[config.mk]
export PLATFORM = sky130hd
export DESIGN_NAME = seqdet_ctrl
export DESIGN_NICKNAME = d
export VERILOG_FILES = /design/src/rtl/seqdet_ctrl.sv
export SDC_FILE = /design/constraint.sdc
export NUM_CORES = 1
export LEC_CHECK = 0
export BUFFER_PORTS_ARGS = -buffer_cell sky130_fd_sc_hd__buf_2
export CORE_MARGIN = 1.5
export CORE_UTILIZATION = 59
export DETAILED_ROUTE_END_ITERATION = 16
export HOLD_SLACK_MARGIN = 0.06
export PLACE_DENSITY = 0.83
export SYNTH_ARGS = -nofsm -noshare
export SYNTH_HDL_FRONTEND = slang
export SYNTH_SLANG_ARGS = --single-unit
[constraint.sdc]
create_clock -name clk -period 4.2 [get_ports clk]
set_input_delay 0.42 -clock clk [delete_from_list [all_inputs] [get_ports clk]]
set_output_delay 0.42 -clock clk [all_outputs]
set_load 0.05 [all_outputs]
[src/rtl/seqdet_ctrl.sv]
// -----------------------------------------------------------------------------
// seqdet_ctrl
//
// Programmable serial pattern-detection controller. A host loads a pattern of
// 1..MAX_LEN bits, arms the detector, and receives a registered match pulse, a
// saturating match counter and a sticky interrupt for every detected pattern.
// Overlapping or non-overlapping matching is selected per configuration.
//
// Ports
//   clk          in   1        clock, rising edge
//   reset        in   1        synchronous, active-high reset
//   cfg_we       in   1        configuration write (honoured only while idle)
//   cfg_pattern  in   MAX_LEN  pattern; bit [len-1] is received first, bit [0] last
//   cfg_len      in   LEN_W    pattern length, legal range 1..MAX_LEN
//   cfg_overlap  in   1        1 = overlapping matches, 0 = non-overlapping
//   start        in   1        arm detection
//   stop         in   1        disarm detection (wins over start)
//   din_valid    in   1        din carries a new serial bit this cycle
//   din          in   1        serial data bit
//   irq_ack      in   1        clears irq
//   armed        out  1        high while detection is armed
//   match        out  1        one-cycle pulse, the cycle after the final bit
//   match_count  out  CNT_W    saturating match count since the last start
//   irq          out  1        sticky match interrupt
//   cfg_err      out  1        one-cycle pulse for a rejected cfg_we
// -----------------------------------------------------------------------------
module seqdet_ctrl #(
  parameter int MAX_LEN = 8,
  parameter int CNT_W   = 8,
  parameter int LEN_W   = 4
) (
  input  logic               clk,
  input  logic               reset,
  input  logic               cfg_we,
  input  logic [MAX_LEN-1:0] cfg_pattern,
  input  logic [LEN_W-1:0]   cfg_len,
  input  logic               cfg_overlap,
  input  logic               start,
  input  logic               stop,
  input  logic               din_valid,
  input  logic               din,
  input  logic               irq_ack,
  output logic               armed,
  output logic               match,
  output logic [CNT_W-1:0]   match_count,
  output logic               irq,
  output logic               cfg_err
);

  // ---------------------------------------------------------------------------
  // Elaboration-time parameter sanity
  // ---------------------------------------------------------------------------
  if (MAX_LEN < 2) begin : g_bad_max_len
    $error("seqdet_ctrl: MAX_LEN must be at least 2");
  end
  if ((64'd1 << LEN_W) <= 64'(MAX_LEN)) begin : g_bad_len_w
    $error("seqdet_ctrl: LEN_W too narrow to hold MAX_LEN");
  end

  // Power-on configuration: the classic 1010 detector, non-overlapping.
  localparam logic [MAX_LEN-1:0] RST_PATTERN = MAX_LEN'(4'b1010);
  localparam logic [LEN_W-1:0]   RST_LEN     = LEN_W'(4);
  localparam logic [LEN_W-1:0]   MAX_LEN_L   = LEN_W'(MAX_LEN);

  typedef enum logic [0:0] {
    S_IDLE = 1'b0,
    S_RUN  = 1'b1
  } state_t;

  // ---------------------------------------------------------------------------
  // State
  // ---------------------------------------------------------------------------
  state_t             state_q, state_d;

  logic [MAX_LEN-1:0] pat_q;
  logic [LEN_W-1:0]   len_q;
  logic               ovl_q;

  // Only the MAX_LEN-1 previous bits are stored; the newest bit of every
  // comparison window comes straight from din.
  logic [MAX_LEN-2:0] hist_q;
  logic [LEN_W-1:0]   fill_q;

  logic               match_q;
  logic [CNT_W-1:0]   match_count_q;
  logic               irq_q;
  logic               cfg_err_q;

  // ---------------------------------------------------------------------------
  // Datapath decode
  // ---------------------------------------------------------------------------
  logic               len_ok;
  logic               cfg_reject;
  logic               bit_accept;
  logic [MAX_LEN-1:0] hist_shift;
  logic [MAX_LEN-1:0] len_mask;
  logic [LEN_W-1:0]   fill_inc;
  logic               hit;

  assign len_ok     = (cfg_len != '0) && (cfg_len <= MAX_LEN_L);
  // Any write while armed is rejected; while idle only an illegal length is.
  assign cfg_reject = cfg_we && ((state_q == S_RUN) || !len_ok);
  // stop discards a bit arriving on the same cycle.
  assign bit_accept = (state_q == S_RUN) && din_valid && !stop;
  assign hist_shift = {hist_q, din};

  // NOTE: every signal written in always_comb gets a default first, so no path
  // leaves it unassigned and no latch is inferred.
  always_comb begin
    len_mask = '0;
    for (int i = 0; i < MAX_LEN; i++) begin
      len_mask[i] = (LEN_W'(i) < len_q);
    end

    // fill counts valid history bits and never exceeds the pattern length.
    fill_inc = (fill_q >= len_q) ? len_q : fill_q + LEN_W'(1);

    hit = bit_accept
          && (fill_inc == len_q)
          && (((hist_shift ^ pat_q) & len_mask) == '0);
  end

  // ---------------------------------------------------------------------------
  // FSM: state register
  // ---------------------------------------------------------------------------
  // NOTE: sequential state uses non-blocking assignments so every register
  // samples the pre-edge values of the others, independent of block order.
  always_ff @(posedge clk) begin
    if (reset) begin
      state_q <= S_IDLE;
    end else begin
      state_q <= state_d;
    end
  end

  // ---------------------------------------------------------------------------
  // FSM: next-state logic
  // ---------------------------------------------------------------------------
  always_comb begin
    state_d = state_q;
    unique case (state_q)
      S_IDLE:  if (start) state_d = S_RUN;
      S_RUN:   if (stop)  state_d = S_IDLE;   // start while armed is ignored
      default: state_d = S_IDLE;
    endcase
  end

  // ---------------------------------------------------------------------------
  // Configuration registers (writable only while idle)
  // ---------------------------------------------------------------------------
  always_ff @(posedge clk) begin
    if (reset) begin
      pat_q <= RST_PATTERN;
      len_q <= RST_LEN;
      ovl_q <= 1'b0;
    end else if (cfg_we && !cfg_reject) begin
      pat_q <= cfg_pattern;
      len_q <= cfg_len;
      ovl_q <= cfg_overlap;
    end
  end

  // ---------------------------------------------------------------------------
  // Detection history and fill level
  // ---------------------------------------------------------------------------
  // NOTE: the history shift register is reset along with the control state;
  // fill already masks stale bits, but a defined hist keeps restarts and
  // reset-mid-run behaviour fully deterministic.
  always_ff @(posedge clk) begin
    if (reset) begin
      hist_q <= '0;
      fill_q <= '0;
    end else if ((state_q == S_IDLE) && start) begin
      hist_q <= '0;
      fill_q <= '0;
    end else if (bit_accept) begin
      hist_q <= hist_shift[MAX_LEN-2:0];
      // Non-overlap: a hit consumes its bits, so the next match needs len
      // fresh ones. Overlap: the window stays full and slides on.
      fill_q <= (hit && !ovl_q) ? '0 : fill_inc;
    end
  end

  // ---------------------------------------------------------------------------
  // Match pulse, counter, interrupt and config-error pulse
  // ---------------------------------------------------------------------------
  always_ff @(posedge clk) begin
    if (reset) begin
      match_q       <= 1'b0;
      match_count_q <= '0;
      irq_q         <= 1'b0;
      cfg_err_q     <= 1'b0;
    end else begin
      match_q   <= hit;
      cfg_err_q <= cfg_reject;

      // start and hit are mutually exclusive: hits only occur while armed.
      if ((state_q == S_IDLE) && start) begin
        match_count_q <= '0;
      end else if (hit && (match_count_q != '1)) begin
        match_count_q <= match_count_q + CNT_W'(1);
      end

      // A hit on the acknowledge cycle keeps the interrupt pending.
      irq_q <= hit | (irq_q & ~irq_ack);
    end
  end

  // ---------------------------------------------------------------------------
  // FSM: outputs
  // ---------------------------------------------------------------------------
  always_comb begin
    armed       = (state_q == S_RUN);
    match       = match_q;
    match_count = match_count_q;
    irq         = irq_q;
    cfg_err     = cfg_err_q;
  end

endmodule
After elaboration in Yosys (flattened, before gate mapping)

Cells that the tools add are included.

Register bits: 36
Input port bits: 21
Output and inout bits: 12
Word-level logic and storage cells: 53

Add/subtract/negate cells: 2
Order comparisons: 10
Eq/ne operators: 2
Mux-type cells: 5
Bitwise logic cells: 6
Reductions and logical operators: 18

Operator list:

| operator            | count |
|---|---|
| $lt 3x4->1 const A  | 4 |
| $logic_and 1x1->1   | 10 |
| $add 8x1->8 const B | 1 |
| $and 8x8->8         | 1 |
| $logic_not 8->1     | 1 |
| $lt 1x4->1 const A  | 2 |
| $lt 2x4->1 const A  | 2 |
| $mux 4              | 2 |
| $ne 8x8->1 const B  | 1 |
| $xor 8x8->8         | 1 |
| $add 4x1->4 const B | 1 |
| $eq 4x4->1          | 1 |
| $ge 4x4->1          | 1 |
| $le 4x4->1 const B  | 1 |
| $logic_not 1->1     | 4 |
| $reduce_bool 4->1   | 1 |
| $mux 1              | 2 |
| $not 1->1           | 2 |
| $pmux 1 s2          | 1 |
| $reduce_or 2->1     | 1 |
| $and 1x1->1         | 1 |
| $logic_or 1x1->1    | 1 |
| $or 1x1->1          | 1 |

Depth between registers and ports, before layout

Gate-level depths: netlist (run 1).

Depth after elaboration: 7
Gate-level depth with buffers: 8
Depth with buffers taken out: 8

Worst setup path after synthesis (run 1)

No wires, ideal clock.

Kind: reg2reg
From: register fill_q[0]
To: register fill_q[1]
Setup time: 0.117 ns
Arrival: 2.177 ns
Required time: 4.083 ns
Path slack: 1.906 ns
Cell stages (with the launch flop): 9
Path buffers: 0
Clock period less this slack: 2.294 ns
Cells stage by stage: dfxtp_1 > inv_1 > ha_1 > nand2b_1 > a21oi_1 > o21ai_1 > o221ai_1 > or3_4 > a32o_1

Cells in the longest elaborated chain, start to end: 7
Elaborated cells between the ends (all ways): 8
Those cells by class: add/sub (1); order compare (1); eq/ne (1); mux (2); reduce/logical (3)

Ends and longest elaborated chain:

| what                                      | RTL line | text |
|---|---|---|
| from (decl)                               | 82       | `logic [LEN_W-1:0] fill_q;` |
| from (signal assigned)                    | 180      | `fill_q <= (hit && !ovl_q) ? '0 : fill_inc;` |
| $add 4x1->4 or $ge 4x4->1 (tied branches) | 116      | `fill_inc = (fill_q >= len_q) ? len_q : fill_q + LEN_W'(1);` |
| $mux 4 (*)                                | 116      |  |
| $eq 4x4->1                                | 119      | `&& (fill_inc == len_q)` |
| $logic_and 1x1->1                         | 119      |  |
| $logic_and 1x1->1                         | 120      | `&& (((hist_shift ^ pat_q) & len_mask) == '0);` |
| $logic_and 1x1->1                         | 180      |  |
| $mux 4 (*)                                | 180      |  |

Every way passes the cells marked *; elsewhere a longest branch is shown, timed or not.
A chain may end at the register's enable or synchronous reset.

Worst setup path in the final report (run 1)

From: register len_q[3]
To: register fill_q[1]

Cells in the longest elaborated chain, start to end: 7
Elaborated cells between the ends (all ways): 17
Those cells by class: order compare (9); eq/ne (1); mux (2); bitwise (1); reduce/logical (4)

Ends and longest elaborated chain:

| what                   | RTL line | text |
|---|---|---|
| from (decl)            | 76       | `logic [LEN_W-1:0] len_q;` |
| from (signal assigned) | 158      | `len_q <= cfg_len;` |
| $ge 4x4->1             | 116      |  |
| $mux 4                 | 116      |  |
| $eq 4x4->1             | 119      |  |
| $logic_and 1x1->1      | 119      |  |
| $logic_and 1x1->1      | 120      |  |
| $logic_and 1x1->1      | 180      |  |
| $mux 4 (*)             | 180      |  |

Marks and branches as above.

==> qor.csv, run 1 <==
stage,metric,value,unit
timing,"Hold Violations, Final",0,
setup_path,CP Class,flop to flop,
outcome,outcome,"finished, final reports clean",
floorplan,Initial Util,61.4,%
synth,Post-Synthesis Cells,214,
power_and_ir_drop,worst vdd ir,0.000197,V
clock_network,Clock transition at path regs,110,ps
global_route,met3 usage,7.21,%
clock_network,later-pin clock latency in the skew report,340,ps
global_route,grt met1 use,31.3,%
global_route,largest net degree at the start of global routing,20,
layout,Final Instance Area,2100,um2
synth,"top cells by area, synth","dfxtp_1, mux2i_1, nand2_1, a21oi_1, ha_1",
synth,post-synth net total,241,
placement,RePlAce Congestion,0.879,
setup_path,reg2reg start,len_q[3],
timing,Max Slew Vio Count,0,
layout,Reg area,721,um2
synth,Synth async-reset ratio,0,%
synth,register bit total from synthesis,36,
drt,"antenna viol nets, final",0,
synth,register area share after synthesis,38.8,%
timing,Setup Skew,9.12,ps
timing,RSZ-0062 raised after global routing,false,
clock_network,maximum clock insertion buffer count,2,
setup_path,Crit. End Element,flop,
global_route,initial antenna violation count,0,
layout,final core utilization,69.5,%
timing,Tmin final,2680,ps
timing,TNS Setup,0,ps
clock_network,setup bufs post-CTS,0,
drt,Routed WL,3.83,mm
drt,Via Count,1618,
timing,final worst path period share,63.9,%
drt,routed len/inst,13.3,um
drt,via/cell ratio,5.62,
setup_path,CP startpoint kind,flop,
synth,synthesized area per cell,8.69,um2
clock_network,post-cts sizing count,0,
hold_path,Hold Crit Class,primary input to flop,
setup_path,reg2reg end,fill_q[1],
synth,Yosys cell types,43,
layout,multi-input combinational cell area,1060,um2
power_and_ir_drop,Lkg Pwr,0.875,nW
synth,commonest cells in the synthesized netlist,"dfxtp_1, nand2_1, mux2i_1",
hold_path,Hold EP,pat_q[1],
floorplan,Core Footprint,3030,um2
power_and_ir_drop,power per cell area,325,nW/um2
global_route,total global-route track usage,24.4,%
floorplan,Die ar.,3500,um2
clock_network,CTS Root Cell,clkbuf_4,
layout,layout cells sized above 1,18.4,%
hold_path,Hold Path Origin,cfg_pattern[1],
layout,NumNets Final,270,
hold_path,Min-Delay Path Depth,2,
synth,Post-synth EDFFs,0,
synth,Syn Std Cell Area,1860,um2
placement,hpwl dp,2.85,mm
timing,hold_ws,271,ps
timing,max_slew headroom,35.4,%
clock_network,cts hold-fix bufs,0,
global_route,GR Layer Usage met2,38.7,%
setup_path,r2r worst-path depth,7,
setup_path,crit path DAT,2930,ps
layout,ANT cells,0,
floorplan,row cnt,20,
clock_network,CTS tree,built,
global_route,first-pass GRT wire length,6.37,mm
global_route,most used routing layer,met2,
drt,Residual DRC,0,
clock_network,CTS Buf Count,5,
timing,measured slew at the worst slew-check pin,967,ps
synth,leading area contributor after synthesis,dfxtp_1,
setup_path,required time of the critical path,4440,ps
placement,PortBufs,32,
floorplan,Die Span X,59.1,um
global_route,global route overflow,0,
placement,Post-DP Area,2030,um2
setup_path,crit path max fanout,8,
layout,Syn-to-layout area delta,13.1,%
synth,"Warnings, synthesis",0,
synth,"Top FF cell, synth",dfxtp_1,
synth,"count leader, synth",dfxtp_1,
drt,Initial DRC Count,67,
floorplan,Ports,33,
drt,1st-pass router iterations,5,
setup_path,"setup slack, reg-to-reg",1520,ps
flow_run,max-cap violation count,0,
synth,Yosys top cell area share,38.8,%
clock_network,clk sink count,36,
timing,Fmax achieved,373,MHz
global_route,vias in the first global route,1454,
clock_network,H-tree levels,2,
floorplan,Die Y,59.1,um
layout,Fillers,261,
timing,"Setup violations, final",0,
[area by class of cell]
cell class | count | area share (%)
clock buffer | 6 | 1.96
timing repair buffer | 32 | 7.61
sequential | 36 | 34.3
tap | 44 | 2.62
multi-input combinational | 160 | 50.4
inverter | 8 | 1.43
clock inverter | 2 | 1.67
[how the worst max path moves through the flow]
stage          cells past startpoint  startpoint   endpoint
4_1_cts                            7    len_q[3]  fill_q[1]
3_3_place_gp                       8   fill_q[0]  fill_q[1]
2_1_floorplan                      8   fill_q[0]  fill_q[1]
3_5_place_dp                       7    len_q[3]  fill_q[1]
6_report                           7    len_q[3]  fill_q[1]
5_1_grt                            7    len_q[1]  fill_q[2]
[through the flow]
step	cells	worst slack (ps)	total power, mW
after floorplan	214	1910	0.428
after global placement	280	1700	0.447
after detailed placement	280	1580	0.449
after CTS	288	1560	0.686
after global routing	288	1400	0.712
final	288	1520	0.683
[layout by cell type, fill, tap and decap left out, drive strengths merged, types with 2 or more instances in the layout]
cell type / n
dfxtp: 36
buf: 32
nand2: 25
mux2i: 18
nor2: 17
a21oi: 16
inv: 8
nand2b: 8
xnor2: 8
xor2: 7
and3: 6
ha: 6
o21ai: 6
clkbuf: 6
nor3: 4
nand3: 4
nand4: 4
a211o: 3
nor2b: 3
and2: 2
nor4: 2
o311ai: 2
or2: 2
or3: 2
[flip-flops by register name, summed over array words and instances (netlist names)]
signal,count
len_q,4
pat_q,8
fill_q,4
match_count,8
armed,1
ovl_q,1
match,1
cfg_err,1
irq,1
hist_q,7
[report_power, final]
group	switching, mW	internal [mW]	total [mW]
registers	0.0102	0.351	0.361
logic	0.0469	0.0351	0.0819
clock network	0.115	0.125	0.240
total	0.172	0.510	0.683
[worst max-delay path, stage by stage, from the launching register on]
cell      delay [ps]
dfxtp_1          490
inv_1            140
ha_1             310
nand2_1           80
o21ai_1          540
o221ai_1         370
or3_4            470
a32o_1           200
[layer usage]
| metal | part of all wire, % | vias up |
|---|---|---|
| met4 | 1.9 | 0 |
| met5 | 0 | - |
| met3 | 3.6 | 9 |
| met1 | 47 | 764 |
| li1 | - | 813 |
| met2 | 47 | 32 |
[logic make-up after synthesis]
group | Yosys count | share of synthesized area [%]
AOI/OAI and AO/OA | 38 | 13.5
muxes | 18 | 9.69
and+or+nand+nor | 83 | 22.7
DFF | 36 | 38.8
adders and majority gates | 6 | 4.04
xor gates and xnor gates | 15 | 7.07
buffers and inverters | 18 | 4.17
Note: power is estimated with default switching activity, not from simulation.
==> run 2, diff against run 1 <==
--- a/config.mk
+++ b/config.mk
@@ -7,10 +7,10 @@
 export LEC_CHECK = 0
 export BUFFER_PORTS_ARGS = -buffer_cell sky130_fd_sc_hd__buf_2
 export CORE_MARGIN = 1.5
-export CORE_UTILIZATION = 59
+export CORE_UTILIZATION = 50
 export DETAILED_ROUTE_END_ITERATION = 16
 export HOLD_SLACK_MARGIN = 0.06
-export PLACE_DENSITY = 0.83
+export PLACE_DENSITY = 0.74
 export SYNTH_ARGS = -nofsm -noshare
 export SYNTH_HDL_FRONTEND = slang
 export SYNTH_SLANG_ARGS = --single-unit
==> constraint.sdc (replaced) <==
create_clock -name clk -period 2.2 [get_ports clk]
set_input_delay 0.22 -clock clk [delete_from_list [all_inputs] [get_ports clk]]
set_output_delay 0.22 -clock clk [all_outputs]
set_load 0.05 [all_outputs]
==> qor.csv, run 2 (synthesis gave the netlist of run 1 again) <==
stage,metric,value,unit,change
layout,final core utilization,65.9,%,-3.5 points
power_and_ir_drop,power per cell area,588,nW/um2,+81%
layout,Final Instance Area,2270,um2,+7.9%
floorplan,Die ar.,4090,um2,+17%
placement,hpwl dp,2.86,mm,+0.39%
floorplan,Die Y,64.0,um,+8.2%
power_and_ir_drop,Tot Pwr,1.33,mW,+95%
timing,Tmin final,2150,ps,-538 ps
timing,max_slew headroom,37.0,%,+1.6 points
floorplan,Core Footprint,3440,um2,+14%
placement,setup slack at placement,46.0,ps,-1540 ps
timing,TNS Setup,0,ps,unchanged
setup_path,CP Class,flop to flop,,
clock_network,clk sink count,36,,unchanged
timing,Fmax achieved,466,MHz,+25%
clock_network,cts hold-fix bufs,0,,unchanged
timing,"Hold Violations, Final",0,,unchanged
hold_path,Hold Crit Class,primary input to flop,,
clock_network,maximum clock insertion buffer count,2,,unchanged
placement,Post-DP Area,2120,um2,+4.8%
outcome,outcome,"finished, final reports clean",,
floorplan,Ports,33,,unchanged
timing,hold_ws,141,ps,-130 ps
floorplan,row cnt,21,,+5.0%
drt,Residual DRC,0,,unchanged
clock_network,CTS tree,built,,
placement,RePlAce Congestion,0.908,,+3.3%
drt,1st-pass router iterations,4,,-1
clock_network,H-tree levels,2,,unchanged
drt,Via Count,1588,,-1.9%
placement,PortBufs,32,,unchanged
layout,ANT cells,0,,unchanged
floorplan,Initial Util,54.0,%,-7.4 points
layout,Layout Cells excl Fill,302,,+4.9%
clock_network,CTS Buf Count,5,,unchanged
drt,Initial DRC Count,74,,+10%
drt,routed len/inst,12.7,um,-4.6%
timing,final worst slack,54.8,ps,-1460 ps
drt,"antenna viol nets, final",0,,unchanged
layout,Syn-to-layout area delta,22.1,%,
global_route,total global-route track usage,20.8,%,-3.7 points
global_route,vias in the first global route,1490,,+2.5%
global_route,largest net degree at the start of global routing,20,,unchanged
layout,layout cells sized above 1,27.0,%,+8.5 points
timing,Max Slew Vio Count,0,,unchanged
clock_network,setup bufs post-CTS,0,,unchanged
global_route,first-pass GRT wire length,6.63,mm,+4.1%
setup_path,crit path DAT,2320,ps,-610 ps
layout,NumNets Final,282,,+4.4%
clock_network,later-pin clock latency in the skew report,280,ps,-60 ps
power_and_ir_drop,Lkg Pwr,0.952,nW,+8.9%
global_route,initial antenna violation count,0,,unchanged
layout,"most common cell after layout, fill and taps aside",dfxtp_1,,
setup_path,required time of the critical path,2370,ps,-2070 ps
timing,final worst path period share,97.5,%,+34 points
placement,Cells after DPL,294,,+5.0%
drt,Routed WL,3.84,mm,about the same
setup_path,crit path max fanout,7,,-1
flow_run,max-cap violation count,0,,unchanged
floorplan,Die Span X,64.0,um,+8.2%
setup_path,Crit. End Element,flop,,
clock_network,Clock transition at path regs,70,ps,-40 ps
power_and_ir_drop,worst vdd ir,0.000541,V,+170%
timing,"Setup violations, final",0,,unchanged
clock_network,post-cts sizing count,0,,unchanged
global_route,global route overflow,0,,unchanged
drt,via/cell ratio,5.26,,-6.4%
clock_network,CTS Root Cell,clkbuf_8,,
timing,measured slew at the worst slew-check pin,944,ps,-23.6 ps
setup_path,CP startpoint kind,flop,,
timing,Setup Skew,4.95,ps,-4.18 ps
layout,"commonest non-fill, non-tap cells in the layout","dfxtp_1, buf_2, nand2_1",,
[run 2: area by class of cell]
cell class / instances / area [um2]
Tap cell: 46 / 57.6
Multi-Input combinational cell: 160 / 1110
Inverter: 8 / 30.0
Sequential cell: 36 / 724
Timing Repair Buffer: 44 / 250
Fill cell: 308 / 1170
Clock buffer: 6 / 82.6
Clock inverter: 2 / 10.0
[run 2: per-layer routing]
metal / track usage [%] / wire length, um
met1: 26.5 / 1800
met2: 33.9 / 1880
met5: 0 / 0
met3: 5.28 / 107
met4: 7.34 / 48
[run 2: report_power, final]
group	internal (mW)	switching, mW
combinational	0.0802	0.101
clock	0.249	0.218
sequential	0.670	0.0148
total	1.00	0.334
[run 2: path summary, 6_finish.rpt]
kind	start	end	slack, ps	cells past startpoint
hold / removal	cfg_pattern[3]	pat_q[3]	140	2
setup / recovery	len_q[3]	fill_q[1]	50	6
setup reg to reg	len_q[3]	fill_q[1]	50	6
hold reg to reg	hist_q[6]	hist_q[6]	480	2
[run 2: critical path: stages, from the launching register on]
cell	delay [ps]
dfxtp_2	350
or4b_4	550
a2111oi_4	300
o21a_2	200
nor2_1	60
or3_4	350
a32o_1	220
==> run 3, diff against run 2 <==
--- a/config.mk
+++ b/config.mk
@@ -6,11 +6,13 @@
 export NUM_CORES = 1
 export LEC_CHECK = 0
 export BUFFER_PORTS_ARGS = -buffer_cell sky130_fd_sc_hd__buf_2
+export CORE_ASPECT_RATIO = 1.4
 export CORE_MARGIN = 1.5
-export CORE_UTILIZATION = 50
+export CORE_UTILIZATION = 52
+export CTS_BUF_LIST = sky130_fd_sc_hd__clkbuf_2 sky130_fd_sc_hd__clkbuf_4 sky130_fd_sc_hd__clkbuf_8
 export DETAILED_ROUTE_END_ITERATION = 16
 export HOLD_SLACK_MARGIN = 0.06
-export PLACE_DENSITY = 0.74
+export PLACE_DENSITY = 0.77
 export SYNTH_ARGS = -nofsm -noshare
 export SYNTH_HDL_FRONTEND = slang
 export SYNTH_SLANG_ARGS = --single-unit
==> qor.csv, run 3 (synthesis gave the netlist of run 1 again) <==
stage,metric,value,unit,change
global_route,global route overflow,0,,unchanged
timing,RSZ-0062 raised after global routing,true,,
timing,measured slew at the worst slew-check pin,439,ps,-504 ps
drt,via/cell ratio,5.55,,+5.6%
flow_run,max-cap violation count,0,,unchanged
setup_path,reg2reg start,len_q[3],,
placement,hpwl dp,2.94,mm,+3.0%
setup_path,CP startpoint kind,flop,,
floorplan,Initial Util,54.5,%,+0.52 points
floorplan,Ports,33,,unchanged
setup_path,"Slowest-stage cell, CP",or4b_4,,
placement,PortBufs,32,,unchanged
timing,Fmax achieved,472,MHz,+1.1%
setup_path,Worst Path Buf+Inv,0,,unchanged
clock_network,Clock transition at path regs,80,ps,about the same
drt,1st-pass router iterations,4,,unchanged
hold_path,Hold Path Origin,cfg_pattern[1],,
placement,setup slack at placement,6.96,ps,-39.0 ps
timing,final worst path period share,96.4,%,-1.1 points
hold_path,Hold Crit Class,primary input to flop,,
drt,Initial DRC Count,46,,-38%
placement,RePlAce Congestion,0.814,,-10%
layout,multi-input combinational cell area,1090,um2,-1.8%
drt,routed len/inst,13.6,um,+6.9%
timing,final worst slack,79.2,ps,+24.3 ps
layout,ANT cells,0,,unchanged
setup_path,crit path DAT,2320,ps,about the same
floorplan,Die Span X,53.5,um,-16%
setup_path,Crit. End Element,flop,,
setup_path,crit path max fanout,4,,-3
clock_network,CTS Root Cell,clkbuf_8,,
timing,hold_ws,124,ps,-16.9 ps
floorplan,Die ar.,3950,um2,-3.5%
layout,Reg area,724,um2,unchanged
drt,Routed WL,4.02,mm,+4.8%
clock_network,later-pin clock latency in the skew report,300,ps,+20 ps
floorplan,Die Y,73.8,um,+15%
layout,Layout Cells excl Fill,296,,-2.0%
timing,Max Slew Vio Count,0,,unchanged
setup_path,Worst Setup SP,len_q[3],,
placement,Cells after DPL,288,,-2.0%
global_route,initial antenna violation count,0,,unchanged
outcome,outcome,"finished, final reports clean",,
drt,Via Count,1643,,+3.5%
layout,Syn-to-layout area delta,21.6,%,
drt,Residual DRC,0,,unchanged
global_route,largest net degree at the start of global routing,20,,unchanged
layout,NumNets Final,282,,unchanged
layout,"most common cell after layout, fill and taps aside",dfxtp_1,,
power_and_ir_drop,power per cell area,644,nW/um2,+9.5%
floorplan,Core Footprint,3410,um2,-0.95%
setup_path,Max stage delay on crit path,540,ps,about the same
timing,Setup Skew,6.91,ps,+1.96 ps
setup_path,"CP delay by family, top",simple AND/OR/NAND/NOR gates,,
global_route,first-pass GRT wire length,6.37,mm,-4.0%
setup_path,required time of the critical path,2400,ps,+30 ps
global_route,total global-route track usage,22.3,%,+1.5 points
clock_network,maximum clock insertion buffer count,2,,unchanged
setup_path,critical path cell sequence,or4b_4 -> a2111oi_4 -> o21a_2 -> nor2_2 -> or3_4 -> a32o_1,,
drt,"antenna viol nets, final",0,,unchanged
clock_network,CTS Buf Count,5,,unchanged
global_route,vias in the first global route,1426,,-4.3%
timing,Tmin final,2120,ps,-24.3 ps
clock_network,CTS tree,built,,
clock_network,H-tree levels,2,,unchanged
clock_network,clk sink count,36,,unchanged
power_and_ir_drop,worst vdd ir,0.000526,V,-2.7%
setup_path,CP Class,flop to flop,,
floorplan,row cnt,25,,+19%
layout,Fillers,297,,-3.6%
clock_network,setup bufs post-CTS,0,,unchanged
power_and_ir_drop,Lkg Pwr,0.952,nW,about the same
layout,"commonest non-fill, non-tap cells in the layout","dfxtp_1, buf_2, nand2_1",,
timing,"Setup violations, final",0,,unchanged
layout,layout cells sized above 1,25.8,%,-1.2 points
timing,"Hold Violations, Final",0,,unchanged
timing,max_slew headroom,70.7,%,+34 points
[run 3: routing by layer]
layer	up-vias	global-route usage [%]	wire length [um]
li1	832	-	-
met1	772	26.8	1780
met2	33	36.9	2040
met3	6	6.10	148
met4	0	8.55	60
met5	-	0	0
[run 3: final timing paths]
check / to / slack (ps) / depth (start not counted)
worst max-delay path: fill_q[1] / 80 / 6
worst min-delay path: pat_q[1] / 120 / 2
worst max register to register: fill_q[1] / 80 / 6
worst min register to register: irq / 470 / 2
[run 3: repair_timing]
item | CTS | global route
resized for setup | 1 | 7
hold buffers | 0 | 0
endpoints found under the setup margin | 1 | 8
pin swaps | 0 | 2
gates cloned | 0 | 0
[run 3: layout make-up]
cell class	instances	area share, %
multi-input cells	160	48.4
flip-flops and latches	36	32.0
repair buffers	44	11.1
clock buffers	5	3.04
well taps	40	2.21
clock inverters	3	1.88
inverters	8	1.33
[run 3: power by group]
group / internal, mW / switching, mW / total (mW) / leakage, nW
Clock: 0.335 / 0.250 / 0.586 / 0.0541
Sequential: 0.670 / 0.0136 / 0.683 / 0.293
Combinational: 0.0823 / 0.104 / 0.187 / 0.605
[run 3: through the flow]
stage	utilization [%]	cell area, um2	setup TNS (ps)	power, mW
after floorplan	-	1860	0	0.818
after global placement	62.1	2120	0	0.872
after detailed placement	62.1	2120	0	0.875
after CTS	65.4	2230	0	1.45
after global routing	66.3	2260	-22.1	1.51
final	66.3	2260	0	1.46
